### src/rtl/mem_arb_pkg.sv
// Shared types and widths for the unified-memory port arbiter.
package mem_arb_pkg;

    typedef enum logic [1:0] {OWN_NONE, OWN_IF, OWN_DM} owner_e;

    localparam int WORD_W = 32;
    localparam int BE_W   = 4;

endpackage

### src/rtl/mem_port_arbiter_if.sv
// Bundles the IF requester, DM requester and memory-side signals of the arbiter.
//
// Handshake: a requester raises req with stable fields; the access happens in
// the cycle where gnt is high (gnt is combinational, same-cycle). Read data is
// returned exactly one cycle later with rvalid; there is no ready/backpressure
// on the response path, and writes never return a response.
interface mem_port_arbiter_if #(
    parameter int ADDR_W = 16
);
    import mem_arb_pkg::*;

    logic                if_req;
    logic [ADDR_W-1:0]   if_addr;
    logic                if_gnt;
    logic                if_rvalid;
    logic [WORD_W-1:0]   if_rdata;

    logic                dm_req;
    logic                dm_we;
    logic [BE_W-1:0]     dm_be;
    logic [ADDR_W-1:0]   dm_addr;
    logic [WORD_W-1:0]   dm_wdata;
    logic                dm_gnt;
    logic                dm_rvalid;
    logic [WORD_W-1:0]   dm_rdata;

    logic                mem_en;
    logic [BE_W-1:0]     mem_we;
    logic [ADDR_W-3:0]   mem_addr;
    logic [WORD_W-1:0]   mem_wdata;
    logic [WORD_W-1:0]   mem_rdata;

    logic [15:0]         conflict_cnt;
    owner_e              dbg_rd_owner;
    logic [3:0]          dbg_starve_cnt;

    modport slave (
        input  if_req, if_addr,
        output if_gnt, if_rvalid, if_rdata,
        input  dm_req, dm_we, dm_be, dm_addr, dm_wdata,
        output dm_gnt, dm_rvalid, dm_rdata,
        output mem_en, mem_we, mem_addr, mem_wdata,
        input  mem_rdata,
        output conflict_cnt, dbg_rd_owner, dbg_starve_cnt
    );

    modport master (
        output if_req, if_addr,
        input  if_gnt, if_rvalid, if_rdata,
        output dm_req, dm_we, dm_be, dm_addr, dm_wdata,
        input  dm_gnt, dm_rvalid, dm_rdata,
        input  mem_en, mem_we, mem_addr, mem_wdata,
        output mem_rdata,
        input  conflict_cnt, dbg_rd_owner, dbg_starve_cnt
    );

endinterface

### src/rtl/mem_port_arbiter.sv
// Single-port unified memory arbiter: DM has priority, IF is protected from
// starvation, and read data is routed to whoever owned the previous access.
module mem_port_arbiter
    import mem_arb_pkg::*;
#(
    parameter int ADDR_W     = 16,
    parameter int MAX_STARVE = 4
) (
    input  logic                clk,
    input  logic                rst,
    mem_port_arbiter_if.slave   bus
);

    localparam logic [3:0] STARVE_MAX = 4'(MAX_STARVE);

    logic [3:0]  starve_cnt_q, starve_cnt_d;
    owner_e      rd_owner_q,   rd_owner_d;
    logic [15:0] conflict_cnt_q, conflict_cnt_d;

    logic both_req;
    logic if_gnt;
    logic dm_gnt;
    logic if_rvalid;
    logic dm_rvalid;

    // Byte offset bits are ignored; misaligned addresses simply alias.
    logic unused_addr_lsbs;
    assign unused_addr_lsbs = ^{bus.if_addr[1:0], bus.dm_addr[1:0]};

    assign both_req = bus.if_req && bus.dm_req;

    always_comb begin
        if_gnt = 1'b0;
        dm_gnt = 1'b0;
        if (!rst) begin
            if (both_req) begin
                if (starve_cnt_q == STARVE_MAX) begin
                    if_gnt = 1'b1;
                end else begin
                    dm_gnt = 1'b1;
                end
            end else if (bus.if_req) begin
                if_gnt = 1'b1;
            end else if (bus.dm_req) begin
                dm_gnt = 1'b1;
            end
        end
    end

    always_comb begin
        starve_cnt_d = 4'd0;
        if (bus.if_req && !if_gnt) begin
            starve_cnt_d = (starve_cnt_q == STARVE_MAX) ? starve_cnt_q : starve_cnt_q + 4'd1;
        end

        rd_owner_d = OWN_NONE;
        if (if_gnt) begin
            rd_owner_d = OWN_IF;
        end else if (dm_gnt && !bus.dm_we) begin
            rd_owner_d = OWN_DM;
        end

        conflict_cnt_d = conflict_cnt_q;
        if (both_req && (conflict_cnt_q != 16'hFFFF)) begin
            conflict_cnt_d = conflict_cnt_q + 16'd1;
        end
    end

    always_ff @(posedge clk) begin
        if (rst) begin
            starve_cnt_q   <= 4'd0;
            rd_owner_q     <= OWN_NONE;
            conflict_cnt_q <= 16'd0;
        end else begin
            starve_cnt_q   <= starve_cnt_d;
            rd_owner_q     <= rd_owner_d;
            conflict_cnt_q <= conflict_cnt_d;
        end
    end

    assign bus.if_gnt    = if_gnt;
    assign bus.dm_gnt    = dm_gnt;
    assign bus.mem_en    = if_gnt || dm_gnt;
    assign bus.mem_addr  = if_gnt ? bus.if_addr[ADDR_W-1:2] :
                           dm_gnt ? bus.dm_addr[ADDR_W-1:2] : '0;
    assign bus.mem_we    = (dm_gnt && bus.dm_we) ? bus.dm_be : '0;
    assign bus.mem_wdata = rst ? '0 : bus.dm_wdata;

    // A read granted just before reset must not surface while rst is high.
    assign if_rvalid     = !rst && (rd_owner_q == OWN_IF);
    assign dm_rvalid     = !rst && (rd_owner_q == OWN_DM);
    assign bus.if_rvalid = if_rvalid;
    assign bus.dm_rvalid = dm_rvalid;
    assign bus.if_rdata  = if_rvalid ? bus.mem_rdata : '0;
    assign bus.dm_rdata  = dm_rvalid ? bus.mem_rdata : '0;

    assign bus.conflict_cnt   = rst ? 16'd0 : conflict_cnt_q;
    assign bus.dbg_rd_owner   = rd_owner_q;
    assign bus.dbg_starve_cnt = starve_cnt_q;

endmodule

### src/flat_wrapper.sv
// flat-port wrapper written by rule: the top's interface ports become plain ports
module mem_port_arbiter_flat import mem_arb_pkg::*;
#(
    parameter int ADDR_W     = 16,
    parameter int MAX_STARVE = 4
)
  (clk, rst, bus_if_req, bus_if_addr, bus_if_gnt, bus_if_rvalid, bus_if_rdata, bus_dm_req, bus_dm_we, bus_dm_be, bus_dm_addr, bus_dm_wdata, bus_dm_gnt, bus_dm_rvalid, bus_dm_rdata, bus_mem_en, bus_mem_we, bus_mem_addr, bus_mem_wdata, bus_mem_rdata, bus_conflict_cnt, bus_dbg_rd_owner, bus_dbg_starve_cnt);
  mem_port_arbiter_if #(.ADDR_W(ADDR_W)) bus_i ();
  input  logic clk;
  input  logic rst;
  input wire logic [$bits(bus_i.if_req)-1:0] bus_if_req;
  input wire logic [$bits(bus_i.if_addr)-1:0] bus_if_addr;
  output wire logic [$bits(bus_i.if_gnt)-1:0] bus_if_gnt;
  output wire logic [$bits(bus_i.if_rvalid)-1:0] bus_if_rvalid;
  output wire logic [$bits(bus_i.if_rdata)-1:0] bus_if_rdata;
  input wire logic [$bits(bus_i.dm_req)-1:0] bus_dm_req;
  input wire logic [$bits(bus_i.dm_we)-1:0] bus_dm_we;
  input wire logic [$bits(bus_i.dm_be)-1:0] bus_dm_be;
  input wire logic [$bits(bus_i.dm_addr)-1:0] bus_dm_addr;
  input wire logic [$bits(bus_i.dm_wdata)-1:0] bus_dm_wdata;
  output wire logic [$bits(bus_i.dm_gnt)-1:0] bus_dm_gnt;
  output wire logic [$bits(bus_i.dm_rvalid)-1:0] bus_dm_rvalid;
  output wire logic [$bits(bus_i.dm_rdata)-1:0] bus_dm_rdata;
  output wire logic [$bits(bus_i.mem_en)-1:0] bus_mem_en;
  output wire logic [$bits(bus_i.mem_we)-1:0] bus_mem_we;
  output wire logic [$bits(bus_i.mem_addr)-1:0] bus_mem_addr;
  output wire logic [$bits(bus_i.mem_wdata)-1:0] bus_mem_wdata;
  input wire logic [$bits(bus_i.mem_rdata)-1:0] bus_mem_rdata;
  output wire logic [$bits(bus_i.conflict_cnt)-1:0] bus_conflict_cnt;
  output wire logic [$bits(bus_i.dbg_rd_owner)-1:0] bus_dbg_rd_owner;
  output wire logic [$bits(bus_i.dbg_starve_cnt)-1:0] bus_dbg_starve_cnt;
  assign bus_i.if_req = bus_if_req;
  assign bus_i.if_addr = bus_if_addr;
  assign bus_if_gnt = bus_i.if_gnt;
  assign bus_if_rvalid = bus_i.if_rvalid;
  assign bus_if_rdata = bus_i.if_rdata;
  assign bus_i.dm_req = bus_dm_req;
  assign bus_i.dm_we = bus_dm_we;
  assign bus_i.dm_be = bus_dm_be;
  assign bus_i.dm_addr = bus_dm_addr;
  assign bus_i.dm_wdata = bus_dm_wdata;
  assign bus_dm_gnt = bus_i.dm_gnt;
  assign bus_dm_rvalid = bus_i.dm_rvalid;
  assign bus_dm_rdata = bus_i.dm_rdata;
  assign bus_mem_en = bus_i.mem_en;
  assign bus_mem_we = bus_i.mem_we;
  assign bus_mem_addr = bus_i.mem_addr;
  assign bus_mem_wdata = bus_i.mem_wdata;
  assign bus_i.mem_rdata = bus_mem_rdata;
  assign bus_conflict_cnt = bus_i.conflict_cnt;
  assign bus_dbg_rd_owner = bus_i.dbg_rd_owner;
  assign bus_dbg_starve_cnt = bus_i.dbg_starve_cnt;
  mem_port_arbiter #(.ADDR_W(ADDR_W), .MAX_STARVE(MAX_STARVE)) u_core (.clk(clk), .rst(rst), .bus(bus_i));
endmodule
### config.mk
export PLATFORM = sky130hd
export DESIGN_NAME = mem_port_arbiter_flat
export DESIGN_NICKNAME = d
export VERILOG_FILES = /design/src/rtl/mem_arb_pkg.sv /design/src/rtl/mem_port_arbiter_if.sv /design/src/rtl/mem_port_arbiter.sv /design/src/flat_wrapper.sv
export SDC_FILE = /design/constraint.sdc
export NUM_CORES = 1
export LEC_CHECK = 0
export ABC_CLOCK_PERIOD_IN_PS = 1950
export CAP_MARGIN = 20
export CORE_AREA = 2 2 94 96
export CTS_CLUSTER_SIZE = 8
export DETAILED_ROUTE_END_ITERATION = 16
export DIE_AREA = 0 0 96 98
export PLACE_DENSITY = 0.77
export SYNTH_ARGS = -nofsm -noshare
export SYNTH_HDL_FRONTEND = slang
export SYNTH_SLANG_ARGS = --single-unit
### constraint.sdc
create_clock -name clk -period 1.95 [get_ports clk]
set_clock_uncertainty 0.15 [all_clocks]
set_input_delay 0.2925 -clock clk [delete_from_list [all_inputs] [get_ports clk]]
set_output_delay 0.2925 -clock clk [all_outputs]
set_load 0.1 [all_outputs]
* After elaboration in Yosys (flattened, before gate mapping)
Cells that the tools add are included.
Storage, ports and cells: register bits 22, bits in latches 0, RAM bits 0, ROM bits 0, logic and storage cells 42, memories kept 0
Operators by class: $add $sub $neg 2, multiply operators 0, div/mod/pow operators 0, order comparisons 0, equal/unequal tests 4, shifts and indexed selects 0, muxes and demuxes 18, bitwise logic cells 1, reduce and logical (&&, ||, !) cells 13
Operator list (count):
- $mux W32 | 3
- $mux W14 | 2
- $add A16 B1 Y16 const B | 1
- $mux W16 | 1
- $ne A16 B16 Y1 const B | 1
- $mux W1 | 10
- $logic_and A1 B1 Y1 | 7
- $add A4 B1 Y4 const B | 1
- $eq A4 B3 Y1 const B | 1
- $mux W4 | 1
- $reduce_or A2 Y1 | 2
- $logic_not A1 Y1 | 3
- $eq A2 B1 Y1 const B | 1
- $eq A2 B2 Y1 const B | 1
- $mux W2 | 1
- $logic_or A1 B1 Y1 | 1
- $not A1 Y1 | 1

* Depth between registers and ports, before layout
word-level depth 8, mapped depth 7, gate-level depth less buffers 6

* Least setup slack after synthesis
No wires, ideal clock.
path kind flip-flop to output port, start point reg u_core.starve_cnt_q[0], in the netlist u_core.bus.dbg_starve_cnt[0], end point out bus_mem_we[0], arrival time 3.605 ns, required time 1.507 ns, path slack -2.097 ns, cell stages (with the launch flop) 7, buffers on the path 1, cells stage by stage dfxtp_1 -> inv_1 -> ha_1 -> and3b_1 -> a21oi_1 -> clkbuf_1 -> and3_1
Between the ends: word-level cells in the longest chain between the ends 6
RTL lines:
- from (decl) | line mem_port_arbiter.sv:16 | logic [3:0] starve_cnt_q, starve_cnt_d;
- from (signal assigned) | line mem_port_arbiter.sv:75 | starve_cnt_q <= starve_cnt_d;
- $eq A4 B3 Y1 | line mem_port_arbiter.sv:37 | if (starve_cnt_q == STARVE_MAX) begin
- $mux W1 | line mem_port_arbiter.sv:37
- $mux W1 | line mem_port_arbiter.sv:36 | if (both_req) begin
- $mux W1 | line mem_port_arbiter.sv:35 | if (!rst) begin
- named net bus_dm_gnt | line flat_wrapper.sv:21 | output wire logic [$bits(bus_i.dm_gnt)-1:0] bus_dm_gnt;
- $logic_and A1 B1 Y1 | line mem_port_arbiter.sv:86 | assign bus.mem_we = (dm_gnt && bus.dm_we) ? bus.dm_be : '0;
- $mux W4 | line mem_port_arbiter.sv:86
- to (decl) | line flat_wrapper.sv:25 | output wire logic [$bits(bus_i.mem_we)-1:0] bus_mem_we;
The timed path passes the listed nets, and every way through them passes these cells.

* Worst setup path in the final report
start point reg u_core.starve_cnt_q[1], in the netlist u_core.bus.dbg_starve_cnt[1], end point out bus_mem_addr[3]
Between the ends: word-level cells in the longest chain between the ends 6
RTL lines:
- $eq A4 B3 Y1 (*) | line mem_port_arbiter.sv:37
- $mux W1 | line mem_port_arbiter.sv:37
- $mux W1 | line mem_port_arbiter.sv:36
- $mux W1 | line mem_port_arbiter.sv:35
- $mux W14 | line mem_port_arbiter.sv:85 | dm_gnt ? bus.dm_addr[ADDR_W-1:2] : '0;
- $mux W14 (*) | line mem_port_arbiter.sv:84 | assign bus.mem_addr = if_gnt ? bus.if_addr[ADDR_W-1:2] :
- to (decl) | line flat_wrapper.sv:26 | output wire logic [$bits(bus_i.mem_addr)-1:0] bus_mem_addr;
Every way passes the cells marked *; elsewhere a longest branch is shown, timed or not.

==> impl_metrics.csv <==
group,metric,value,unit
final_layout,fin_cells,638,
setup_path,cp-start-kind,"register",
timing,period_share,1.17,
synth,syn-cell-area,1980,um2
clock_tree,clk_pin_slew,0.08,ns
grt,groute.usage.overall,0.231,
clock_tree,cts_max_path_buffers,2,
grt,grt_pass1_vias,3150,
synth,ys_ff_latch,22,
drt,antenna_left,0,
clock_tree,h-tree-depth,1,
grt,antenna_found_initial,0,
power,power,2.24,mW
placed_design,place_ws,-0.271,ns
run_status,status,"finished, violations left",
worst_hold_path,hp-class,"reg -> reg",
drt,drt_iter0_markers,68,
setup_path,arrival,1.84,ns
setup_path,critical_path.max_stage_delay,0.36,ns
final_layout,syn_to_final_growth,239,%
power,powerDensity,333,nW/um2
run_status,violations,"setup timing",
synth,synth.avg_cell_area,7.32,um2
clock_tree,cts_buffers,3,
synth,synth_top_area_share,0.223,
timing,slew_viol_final,0,
setup_path,crit_slowest_cell,"dfxtp_4",
timing,rsz0062_at_grt,"true",
setup_path,worstSetupEndpointType,"output pin",
clock_tree,cts_sinks,22,
setup_path,worstPathMaxFanout,10,
timing,hold_slack,0.366,ns
placed_design,dp_cells,627,
floorplanning,coreArea,8470,um2
clock_tree,worstSkewPairLatency,0.26,ns
setup_path,r2r_cells,4,
placed_design,gp_congestion,0.881,
final_layout,diodes,0,
clock_tree,cts-root-buf,"clkbuf_8",
synth,synth_area_leaders,"dfxtp_1 22%, and2_1 20%, nor2b_1 16%, a22o_1 6.2%, clkbuf_1 3.0%",
floorplanning,start_util,0.233,
placed_design,io_buffers,241,
drt,viasPerCell,4.79,
synth,synth_largest_area_cell,"dfxtp_1",
timing,final_hold_viol_count,0,
synth,synth_cells,270,
synth,synth_cell_types,37,
clock_tree,cts_tree,"built",
setup_path,crit_chain,"inv_4 > ha_4 > and3b_2 > a21oi_4 > clkbuf_16 > a22o_4 > buf_12",
floorplanning,io_pins,246,
timing,fin_setup_tns,-6.35,ns
drt,drt_pass1_iterations,4,
drt,finalWirelength,11900,um
flow_run,drv_cap,0,
setup_path,cp_data_required_time,1.51,ns
floorplanning,row_count,34,
floorplanning,fp.dieH,98,um
placed_design,dp.final_hpwl,9680,um
synth,seq_area_frac_synth,0.223,
synth,synth_nets,378,
final_layout,drive_above_1_share,0.558,
power,ir_worst_vdd,0.000272,V
synth,ys_warn_count,0,
power,leakage,2.70,nW
final_layout,nets,639,
worst_hold_path,holdPathStages,2,
timing,max_freq,438,MHz
setup_path,path_class,"reg -> out",
timing,setup_viol,21,
grt,grt_max_degree,40,
floorplanning,die_w,96,um
timing,period_minus_slack,2.28,ns
drt,vias,3058,
timing,maxSlewHeadroom,0.684,
timing,tightest_slew,0.471,ns
grt,overflow,0,
final_layout,fill_cells,494,
floorplanning,die-area,9410,um2
grt,grt_pass1_wl,17000,um
drt,route.detailed.drc,0,
drt,wl_per_cell,18.6,um
timing,setup_ws,-0.332,ns
==> Yosys cell counts <==
cell and n:
a21oi_1 6, and4_1 1, nand4_2 1, or3_1 3, or4_1 2, nor2b_1 50, a211oi_1 3, and3b_1 1
o211ai_1 1, o31ai_1 2, nor4bb_1 1, mux2_2 4, nor3_1 8, nand4_1 2, nand3_1 8, nor3b_2 1
nand2b_1 1, nand2_1 8, a22o_1 14, clkbuf_1 16, or2_2 1, xnor2_1 1, o21ai_0 2, nor3b_1 3
and2_1 64, ha_1 3, inv_1 5, or4_4 1, nor2_1 14, xor2_1 1, a311oi_1 1, and3_1 8
a31oi_1 8, buf_1 1, nor4b_1 1, dfxtp_1 22, nor4_1 1
==> layout make-up <==
type                    count  area [um2]  share of cell area
repair buffers            273        4190               0.624
multi-input cells         226        1860               0.277
flip-flops and latches     22         460              0.0687
well taps                 108         135              0.0201
clock buffers               4        45.0             0.00672
inverters                   5        21.3             0.00317
==> cells by family (layout without fill, tap and decap cells) <==
logic type,Yosys count,count (layout),synth area share
AOI/OAI and AO/OA,37,37,0.135
xor gates and xnor gates,2,2,0.00887
adders and majority gates,3,3,0.0190
buffers and inverters,22,282,0.0418
DFF,22,22,0.223
muxes,4,4,0.0228
and+or+nand+nor,180,180,0.550
==> per-stage QoR <==
| stage | utilization | area, um2 |
|---|---|---|
| 4_1_cts | 0.771 | 6530 |
| 3_5_place_dp | 0.765 | 6480 |
| 5_1_grt | 0.792 | 6710 |
| 3_3_place_gp | 0.765 | 6480 |
| 2_1_floorplan | - | 2460 |
| 6_report | 0.792 | 6710 |
==> layer usage <==
| metal | routed length, um | track usage | up-vias | share of wire |
|---|---|---|---|---|
| met5 | 0 | 0 | - | 0 |
| met4 | 349 | 0.0725 | 0 | 0.029 |
| met1 | 3750 | 0.226 | 1429 | 0.32 |
| li1 | - | - | 1448 | - |
| met3 | 1090 | 0.0772 | 22 | 0.092 |
| met2 | 6700 | 0.442 | 159 | 0.56 |
==> final timing paths <==
kind                                             start                                      to  slack (ns)
min reg2reg     u_core.conflict_cnt_q[10]$_SDFFE_PP0P_  u_core.conflict_cnt_q[10]$_SDFFE_PP0P_        0.37
max          u_core.bus.dbg_starve_cnt[1]$_SDFFE_PP0P_                         bus_mem_addr[3]       -0.33
min             u_core.conflict_cnt_q[10]$_SDFFE_PP0P_  u_core.conflict_cnt_q[10]$_SDFFE_PP0P_        0.37
max reg2reg      u_core.conflict_cnt_q[9]$_SDFFE_PP0P_  u_core.conflict_cnt_q[14]$_SDFFE_PP0P_        0.11
==> where the power goes <==
group	leakage, nW	switching (mW)	total, mW	internal (mW)
clock	0.0228	0.145	0.291	0.146
sequential	0.182	0.00717	0.456	0.449
combinational	2.50	0.861	1.49	0.629
==> placed cells by master (no fill, tap or decap), drive strengths merged, types with 2 or more instances in the layout <==
cell,n
buf,170
clkdlybuf4s50,98
and2,64
nor2b,50
dfxtp,22
a22o,14
nor2,14
nor3,8
nand2,8
nand3,8
a31oi,8
and3,8
clkbuf,8
a21oi,6
inv,5
mux2,4
nor3b,4
a211oi,3
or3,3
nand4,3
or4,3
ha,3
o31ai,2
o21ai,2
==> worst max-delay path, delay by kind of cell (launching register included) <==
| family | cells | cell delay, ns |
|---|---|---|
| buffers and inverters | 3 | 0.43 |
| AO/OA/AOI/OAI | 2 | 0.41 |
| flip-flops | 1 | 0.36 |
| AND/OR/NAND/NOR | 1 | 0.23 |
| adder cells (fa/ha/maj) | 1 | 0.14 |
==> registers in the layout, summed over array words and instances, names as in the netlist <==
name and flops:
u_core.conflict_cnt_q 16, u_core.bus.dbg_starve_cnt 4, u_core.bus.dbg_rd_owner 2
==> what timing repair did <==
item | in CTS | in global routing
resized for setup | 3 | 10
hold buffers | 0 | 0
gates cloned | 0 | 5
buffers inserted | 0 | 2
pin swaps | 0 | 15
setup endpoints to repair | 21 | 71
hold endpoints to repair | 0 | 0
(Power assumes the default switching activity.)
